<file path="config.mk">
export PLATFORM = sky130hd
export DESIGN_NAME = ex_mem_stage_reg
export DESIGN_NICKNAME = d
export VERILOG_FILES = /design/src/rtl/pipe_pkg.sv /design/src/rtl/pipe_skid_buf.sv /design/src/rtl/ex_mem_stage_reg.sv
export SDC_FILE = /design/constraint.sdc
export NUM_CORES = 1
export LEC_CHECK = 0
export CAP_MARGIN = 10
export CORE_AREA = 2 2 142 144
export CTS_BUF_LIST = sky130_fd_sc_hd__clkbuf_8
export DETAILED_ROUTE_END_ITERATION = 16
export DIE_AREA = 0 0 144 146
export SLEW_MARGIN = 40
export SYNTH_ARGS = -nofsm -noshare
export SYNTH_HDL_FRONTEND = slang
export SYNTH_SLANG_ARGS = --single-unit
</file>
<file path="constraint.sdc">
create_clock -name clk -period 12.85 [get_ports clk]
set_input_delay 1.285 -clock clk [delete_from_list [all_inputs] [get_ports clk]]
set_output_delay 1.285 -clock clk [all_outputs]
set_load 0.01 [all_outputs]
</file>
<file path="src/rtl/pipe_pkg.sv">
// Shared types for the EX->MEM pipeline register and its skid buffer.
package pipe_pkg;

    localparam int unsigned DEF_XLEN    = 32;
    localparam int unsigned DEF_RADDR_W = 5;
    localparam int unsigned REG_ZERO    = 0;

    // Control bits carried alongside each instruction.
    typedef struct packed {
        logic mem_read;
        logic mem_write;
        logic mem_to_reg;
        logic reg_write;
    } ex_mem_ctrl_t;

    localparam int unsigned CTRL_W = $bits(ex_mem_ctrl_t);

    // Full payload at default widths; the top packs the same field order flat.
    typedef struct packed {
        ex_mem_ctrl_t                ctrl;
        logic [DEF_RADDR_W-1:0]      rd;
        logic [DEF_XLEN-1:0]         alu_result;
        logic [DEF_XLEN-1:0]         store_data;
    } ex_mem_payload_t;

    typedef enum logic [1:0] {
        EMPTY = 2'd0,
        ONE   = 2'd1,
        FULL  = 2'd2
    } stage_state_t;

endpackage

</file>
<file path="src/rtl/pipe_skid_buf.sv">
// Two-entry valid/ready skid buffer with synchronous flush; head slot drives the output.
module pipe_skid_buf
    import pipe_pkg::*;
#(
    parameter int unsigned WIDTH = 8
) (
    input  logic             clk,
    input  logic             reset,
    input  logic             flush,
    input  logic             in_valid,
    output logic             in_ready,
    input  logic [WIDTH-1:0] in_data,
    output logic             out_valid,
    input  logic             out_ready,
    output logic [WIDTH-1:0] out_data,
    output logic [1:0]       occupancy
);

    stage_state_t     state_q, state_d;
    logic [WIDTH-1:0] head_q, head_d;
    logic [WIDTH-1:0] skid_q, skid_d;
    logic             in_ready_q, in_ready_d;
    logic             accept;
    logic             retire;

    assign out_valid = (state_q != EMPTY);
    assign out_data  = head_q;
    assign in_ready  = in_ready_q;
    assign occupancy = state_q;
    assign accept    = in_valid & in_ready_q;
    assign retire    = out_valid & out_ready;

    // Next-state and slot updates; flush wins and leaves payloads untouched.
    always_comb begin
        state_d = state_q;
        head_d  = head_q;
        skid_d  = skid_q;
        if (flush) begin
            state_d = EMPTY;
        end else begin
            case (state_q)
                EMPTY: begin
                    if (accept) begin
                        head_d  = in_data;
                        state_d = ONE;
                    end
                end
                ONE: begin
                    if (accept && retire) begin
                        head_d = in_data;
                    end else if (accept) begin
                        skid_d  = in_data;
                        state_d = FULL;
                    end else if (retire) begin
                        state_d = EMPTY;
                    end
                end
                FULL: begin
                    if (retire) begin
                        head_d  = skid_q;
                        state_d = ONE;
                    end
                end
                default: state_d = EMPTY;
            endcase
        end
        in_ready_d = (state_d != FULL);
    end

    // State, slot and ready registers.
    always_ff @(posedge clk or posedge reset) begin
        if (reset) begin
            state_q    <= EMPTY;
            head_q     <= '0;
            skid_q     <= '0;
            in_ready_q <= 1'b1;
        end else begin
            state_q    <= state_d;
            head_q     <= head_d;
            skid_q     <= skid_d;
            in_ready_q <= in_ready_d;
        end
    end

endmodule

</file>
<file path="src/rtl/ex_mem_stage_reg.sv">
// EX->MEM pipeline register: handshake, stall/flush, control gating and hazard export.
module ex_mem_stage_reg
    import pipe_pkg::*;
#(
    parameter int unsigned XLEN              = 32,
    parameter int unsigned RADDR_W           = 5,
    parameter bit          ZERO_REG_WRITABLE = 1'b0
) (
    input  logic               clk,
    input  logic               reset,
    input  logic               flush,
    input  logic               in_valid,
    output logic               in_ready,
    input  logic [XLEN-1:0]    alu_result_in,
    input  logic [XLEN-1:0]    store_data_in,
    input  logic [RADDR_W-1:0] rd_in,
    input  logic               mem_read_in,
    input  logic               mem_write_in,
    input  logic               mem_to_reg_in,
    input  logic               reg_write_in,
    output logic               out_valid,
    input  logic               out_ready,
    output logic [XLEN-1:0]    mem_addr_out,
    output logic [XLEN-1:0]    write_data_out,
    output logic [RADDR_W-1:0] rd_out,
    output logic               mem_read_out,
    output logic               mem_write_out,
    output logic               mem_to_reg_out,
    output logic               reg_write_out,
    output logic               fwd_valid,
    output logic [RADDR_W-1:0] fwd_rd,
    output logic [XLEN-1:0]    fwd_data,
    output logic               load_pending,
    output logic [1:0]         occupancy
);

    localparam int unsigned PAYLOAD_W = CTRL_W + RADDR_W + 2 * XLEN;

    ex_mem_ctrl_t          in_ctrl;
    ex_mem_ctrl_t          head_ctrl;
    logic [RADDR_W-1:0]    head_rd;
    logic [XLEN-1:0]       head_alu;
    logic [XLEN-1:0]       head_store;
    logic [PAYLOAD_W-1:0]  in_payload;
    logic [PAYLOAD_W-1:0]  head_payload;
    logic                  rd_nonzero;
    logic                  rd_writable;

    // Pack the EX-side fields into one flat payload.
    assign in_ctrl.mem_read   = mem_read_in;
    assign in_ctrl.mem_write  = mem_write_in;
    assign in_ctrl.mem_to_reg = mem_to_reg_in;
    assign in_ctrl.reg_write  = reg_write_in;
    assign in_payload = {in_ctrl, rd_in, alu_result_in, store_data_in};

    pipe_skid_buf #(
        .WIDTH (PAYLOAD_W)
    ) u_skid (
        .clk       (clk),
        .reset     (reset),
        .flush     (flush),
        .in_valid  (in_valid),
        .in_ready  (in_ready),
        .in_data   (in_payload),
        .out_valid (out_valid),
        .out_ready (out_ready),
        .out_data  (head_payload),
        .occupancy (occupancy)
    );

    assign {head_ctrl, head_rd, head_alu, head_store} = head_payload;

    // A write to the zero register is a no-op unless the core allows it.
    assign rd_nonzero  = (head_rd != RADDR_W'(REG_ZERO));
    assign rd_writable = ZERO_REG_WRITABLE | rd_nonzero;

    // Data outputs straight from the head slot.
    assign mem_addr_out   = head_alu;
    assign write_data_out = head_store;
    assign rd_out         = head_rd;

    // Controls are killed on empty/flushed slots so bubbles have no side effects.
    assign mem_read_out   = out_valid & head_ctrl.mem_read;
    assign mem_write_out  = out_valid & head_ctrl.mem_write;
    assign mem_to_reg_out = out_valid & head_ctrl.mem_to_reg;
    assign reg_write_out  = out_valid & head_ctrl.reg_write & rd_writable;

    // Hazard info: ALU results forward now, loads force EX to stall dependants.
    assign fwd_valid    = out_valid & head_ctrl.reg_write & ~head_ctrl.mem_to_reg & rd_writable;
    assign fwd_rd       = head_rd;
    assign fwd_data     = head_alu;
    assign load_pending = out_valid & head_ctrl.mem_to_reg & head_ctrl.reg_write & rd_nonzero;

endmodule

</file>
Word level (Yosys, flattened, before mapping)
Cells that the tools add are included.
{"block": "word_totals", "inputBits": 78, "wordCells": 42, "ff_bits": 149}
{"block": "op_classes", "muxes": 11, "bitwise": 14, "eq_ne": 6, "n_reduce_logical": 7}
{"cell": "$mux W73", "count": 3}
{"cell": "$pmux W73 S3", "count": 1}
{"cell": "$mux W2", "count": 6}
{"cell": "$and A1 B1 Y1", "count": 11}
{"cell": "$ne A2 B1 Y1 const B", "count": 3}
{"cell": "$pmux W2 S3", "count": 1}
{"cell": "$reduce_and A5 Y1", "count": 1}
{"cell": "$reduce_bool A5 Y1", "count": 1}
{"cell": "$reduce_and A4 Y1", "count": 1}
{"cell": "$not A1 Y1", "count": 3}
{"cell": "$reduce_bool A3 Y1", "count": 1}
{"cell": "$eq A2 B1 Y1 const B", "count": 1}
{"cell": "$eq A2 B2 Y1 const B", "count": 1}
{"cell": "$logic_not A2 Y1", "count": 1}
{"cell": "$ne A2 B2 Y1 const B", "count": 1}
{"cell": "$reduce_bool A2 Y1", "count": 1}
{"cell": "$logic_and A1 B1 Y1", "count": 1}

Longest topological paths before layout
{"block": "depth", "depth_word": 8, "depth_mapped": 8}

By module
A second synthesis with hierarchy kept.
{"block": "unflattened", "hier_cells": 538, "hier_area_um2": 6551.3}
{"mod": "pipe_skid_buf", "n_inst": 1, "area_each_um2": 6203.4, "seq_area_each_um2": 3729.8, "cells_each": 491}
{"mod": "ex_mem_stage_reg", "n_inst": 1, "area_each_um2": 347.8, "seq_area_each_um2": 0.0, "cells_each": 47}

Least setup slack after synthesis
No wires, ideal clock.
{"block": "synth_path", "path_type": "register to output", "startpoint": "register u_skid.head_q[64] (netlist: u_skid.out_data[64])", "endpoint": "output port load_pending", "n_path_buf": 0, "setup_slack_ns": 10.286, "stages_incl_launch_ff": 4, "t_arrival_ns": 1.279, "path_cell_list": "dfrtp_1 or3_1 o311a_1 and2_1"}
{"block": "synth_via", "elab_chain_cells": 2}
{"item": "start, declared", "line": "pipe_skid_buf.sv:20", "rtl": "logic [WIDTH-1:0] head_q, head_d;"}
{"item": "start signal, assigned", "line": "pipe_skid_buf.sv:74", "rtl": "head_q <= '0;"}
{"item": "start signal, assigned", "line": "pipe_skid_buf.sv:79", "rtl": "head_q <= head_d;"}
{"item": "$reduce_bool A5 Y1", "line": "ex_mem_stage_reg.sv:74", "rtl": "assign rd_nonzero = (head_rd != RADDR_W'(REG_ZERO));"}
{"item": "$and A1 B1 Y1", "line": "ex_mem_stage_reg.sv:92", "rtl": "assign load_pending = out_valid & head_ctrl.mem_to_reg & head_ctrl.reg_write & rd_nonzero;"}
{"item": "end, declared", "line": "ex_mem_stage_reg.sv:33", "rtl": "output logic load_pending,"}
No other way between the ends.

Worst setup path after layout
{"block": "layout_path", "startpoint": "register u_skid.state_q[0] (netlist: u_skid.occupancy[0])", "endpoint": "output port load_pending"}
{"block": "layout_via", "elab_chain_cells": 4}
{"item": "start, declared", "line": "pipe_skid_buf.sv:19", "rtl": "stage_state_t state_q, state_d;"}
{"item": "start signal, assigned", "line": "pipe_skid_buf.sv:78", "rtl": "state_q <= state_d;"}
{"item": "$reduce_bool A2 Y1", "line": "pipe_skid_buf.sv:26", "rtl": "assign out_valid = (state_q != EMPTY);"}
{"item": "$and A1 B1 Y1 (3 in series)", "line": "ex_mem_stage_reg.sv:92"}
No other way between the ends.

==> results.yml <==
placement:
  gp_congestion: 0.713
  place_area_um2: 8470
  place_inst: 931
  port_buffers: 193
  pre_cts_ws_ns: 9.54
  dpl.hpwl_um: 9900
synthesis:
  avgSynthCellArea_um2: 11.7
  yosysWarnings: 0
  ys_types: 27
  syn_area_um2: 7100
  synth-seq-cells: 149
  syn_nets: 684
  yosys-top-cells-area: "dfrtp_1 (52%), buf_4 (12%), mux2_1 (11%), mux2i_1 (11%), o21ai_0 (4.6%)"
  netlist_instances: 606
  ys_seq_area_share_pct: 52.5
  synth_top_area_cell: "dfrtp_1"
  synth_top_area_share_pct: 52.2
layout:
  num_antenna_cells: 0
  syn2layout_area_growth_pct: 24.8
  fin_cells: 961
  fillers: 1770
  nets: 763
  fin_area_um2: 8860
  drive_gt1_share_pct: 6.03
sta:
  final_max_slew_viol_count: 0
  holdWs_ns: 0.481
  tightest_slew_ns: 0.602
  setup_ws_ns: 9.36
  fin_crit_ns: 3.49
  fin_setup_tns_ns: 0
  hold_viol_final: 0
  rsz0062_at_grt: "no"
  period_share_pct: 27.2
  fin_skew_ns: 0.0109
  slew_headroom_pct: 59.9
  setup_viol: 0
  max_freq_ghz: 0.286
clock_tree:
  post_cts_buffers: 0
  post_cts_resized: 0
  path_clk_slew_ns: 0.07
  cts_tree: "built"
  ctsHoldBuffers: 0
  cts_max_level: 4
  cts_root_buffer: "clkbuf_8"
  cts.sinks: 149
  clk_latency_ns: 0.43
  clockBufferDepth: 2
  cts_buffers: 17
grt:
  antenna_found_initial: 0
  grt_max_degree: 91
  gr-usage-all-layers_pct: 14.3
  grt_pass1_vias: 4622
  grt_pass1_wl_um: 23700
  gr-total-overflow: 0
floorplanning:
  initial_core_util_pct: 36.7
  coreArea_um2: 19300
  pin_count: 194
  die-area_um2: 21000
  std_cell_rows: 51
  die_w_um: 144
  die_y_um: 146
power:
  p_leak_nw: 3.90
  p_int_mw: 0.959
  pwr-share-seq_pct: 49.0
  peakVddDrop_mv: 0.0518
  switching_share_pct: 27.6
  clkPwrFrac_pct: 26.4
  comb_power_share_pct: 24.6
  switchingPower_mw: 0.365
  powerDensity_nw_per_um2: 149
routing:
  drcViolationCount: 0
  initialDrtViolationCount: 192
  drtAntennaViolNets: 0
  wl_per_cell_um: 14.9
  num_vias: 4407
  drt_wl_total_um: 14300
  first_pass_iters: 5
  routed_via_density: 4.59
setup_path:
  ff2ff_setup_slack_ns: 10.68
  critPathCapture: "load_pending"
  arrival_ns: 2.21
  required_ns: 11.56
  r2r_end: "u_skid.out_data[72]"
  r2r_start: "u_skid.occupancy[1]"
  crit_chain: "nor2_1 -> inv_1 -> o311a_1 -> and2_1 -> clkdlybuf4s50_1"
  cp_slowest_cell: "dfrtp_1"
  startpoint: "u_skid.occupancy[0]"
  r2r_cells: 4
  crit_type: "reg2out"
  worstSetupStartpointType: "register"
  crit_cells: 5
  path_buf_inv: 2
  cp-end-kind: "output port"
  cp_max_fo: 9
  max_stage_delay_ns: 0.50
  critical_path.top_delay_family: "buffers and inverters"
worst_hold_path:
  hold_class: "reg2reg"
run_status:
  status: "complete, no violations"
flow_run:
  max_cap_viol_count: 0
-- metrics by stage --
stage	total power, mW	util [%]
after floorplan	0.879	-
final	1.32	45.8
after global placement	0.976	43.6
after detailed placement	0.991	43.8
after global routing	1.41	45.8
after CTS	1.35	45.8
-- how the worst min path moves through the flow --
stage	from	endpoint	slack (ns)	depth (start not counted)
5_1_grt	u_skid.skid_q[45]	u_skid.skid_q[45]	0.51	1
3_3_place_gp	u_skid.out_data[72]	u_skid.out_data[72]	0.46	2
4_1_cts	u_skid.out_data[72]	u_skid.out_data[72]	0.48	2
2_1_floorplan	u_skid.out_data[71]	u_skid.out_data[71]	0.44	2
6_report	u_skid.out_data[72]	u_skid.out_data[72]	0.48	2
3_5_place_dp	u_skid.out_data[72]	u_skid.out_data[72]	0.47	2
-- sequential cells by signal, summed over array words and instances, names as in the netlist --
register / count
u_skid.out_data: 73
u_skid.skid_q: 73
u_skid.occupancy: 2
u_skid.in_ready: 1
-- worst register-to-register path, cell delays in order (launching register included) --
cell and delay, ns:
dfrtp_1 0.56, nor2b_4 0.52, buf_4 0.58, mux2i_1 0.28
o21ai_0 0.09
-- power by group through the flow --
stage               Clock, mW  Sequential (mW)  Combinational [mW]
floorplan                   0            0.638               0.241
global placement            0            0.653               0.323
detailed placement          0            0.659               0.331
CTS                     0.365            0.650               0.332
global route            0.385            0.665               0.358
finish                  0.349            0.649               0.326
-- Yosys cell counts (all sizes together) --
| cell | count |
|---|---|
| o311a | 1 |
| dfrtp | 148 |
| nor2 | 3 |
| nor4bb | 1 |
| clkbuf | 10 |
| nand2b | 2 |
| buf | 129 |
| inv | 3 |
| o21ai | 73 |
| a31oi | 1 |
| and2b | 1 |
| or3 | 1 |
| nand3 | 1 |
| nor2b | 5 |
| o22a | 1 |
| mux2 | 73 |
| nand3b | 1 |
| nand2 | 73 |
| mux2i | 75 |
| and2 | 2 |
| dfstp | 1 |
| a211o | 1 |
-- kinds of logic (layout without fill, tap and decap cells) --
| logic type | count (synthesis) | in the layout | share of synthesized area (%) |
|---|---|---|---|
| buffers and inverters | 142 | 232 | 14.3 |
| multiplexers | 148 | 148 | 22.2 |
| AO/OA/AOI/OAI | 77 | 77 | 5.62 |
| AND/OR/NAND/NOR | 90 | 90 | 5.39 |
| flip-flops | 149 | 149 | 52.5 |
-- cell type report --
type | instances | area, µm² | share of cell area, %
well taps | 265 | 332 | 3.74
multi-input cells | 315 | 2390 | 27.0
clock inverters | 11 | 113 | 1.27
clock buffers | 19 | 262 | 2.95
repair buffers | 199 | 2010 | 22.7
flip-flops and latches | 149 | 3730 | 42.1
inverters | 3 | 18.8 | 0.212
-- per-layer routing --
metal	up-vias	routed length (µm)	track usage (%)
li1	2099	-	-
met1	2171	6330	17.4
met2	124	7100	24.0
met3	13	705	4.21
met4	0	213	4.85
met5	-	0	0
-- cell usage in the layout, fill, tap and decap left out, types with 2 or more instances in the layout --
| master | synthesis | routed |
|---|---|---|
| and2_1 | 2 | 2 |
| buf_12 | 0 | 2 |
| buf_4 | 109 | 2 |
| buf_6 | 5 | 2 |
| bufinv_16 | 0 | 2 |
| clkbuf_8 | 0 | 19 |
| clkdlybuf4s50_1 | 0 | 193 |
| clkinv_2 | 0 | 3 |
| clkinv_4 | 0 | 2 |
| dfrtp_1 | 148 | 148 |
| inv_1 | 3 | 5 |
| mux2_1 | 70 | 70 |
| mux2_2 | 3 | 3 |
| mux2i_1 | 75 | 75 |
| nand2_1 | 73 | 73 |
| nor2_1 | 3 | 3 |
| nor2b_1 | 5 | 4 |
| o21ai_0 | 65 | 65 |
| o21ai_1 | 8 | 8 |
(Power assumes the default switching activity.)
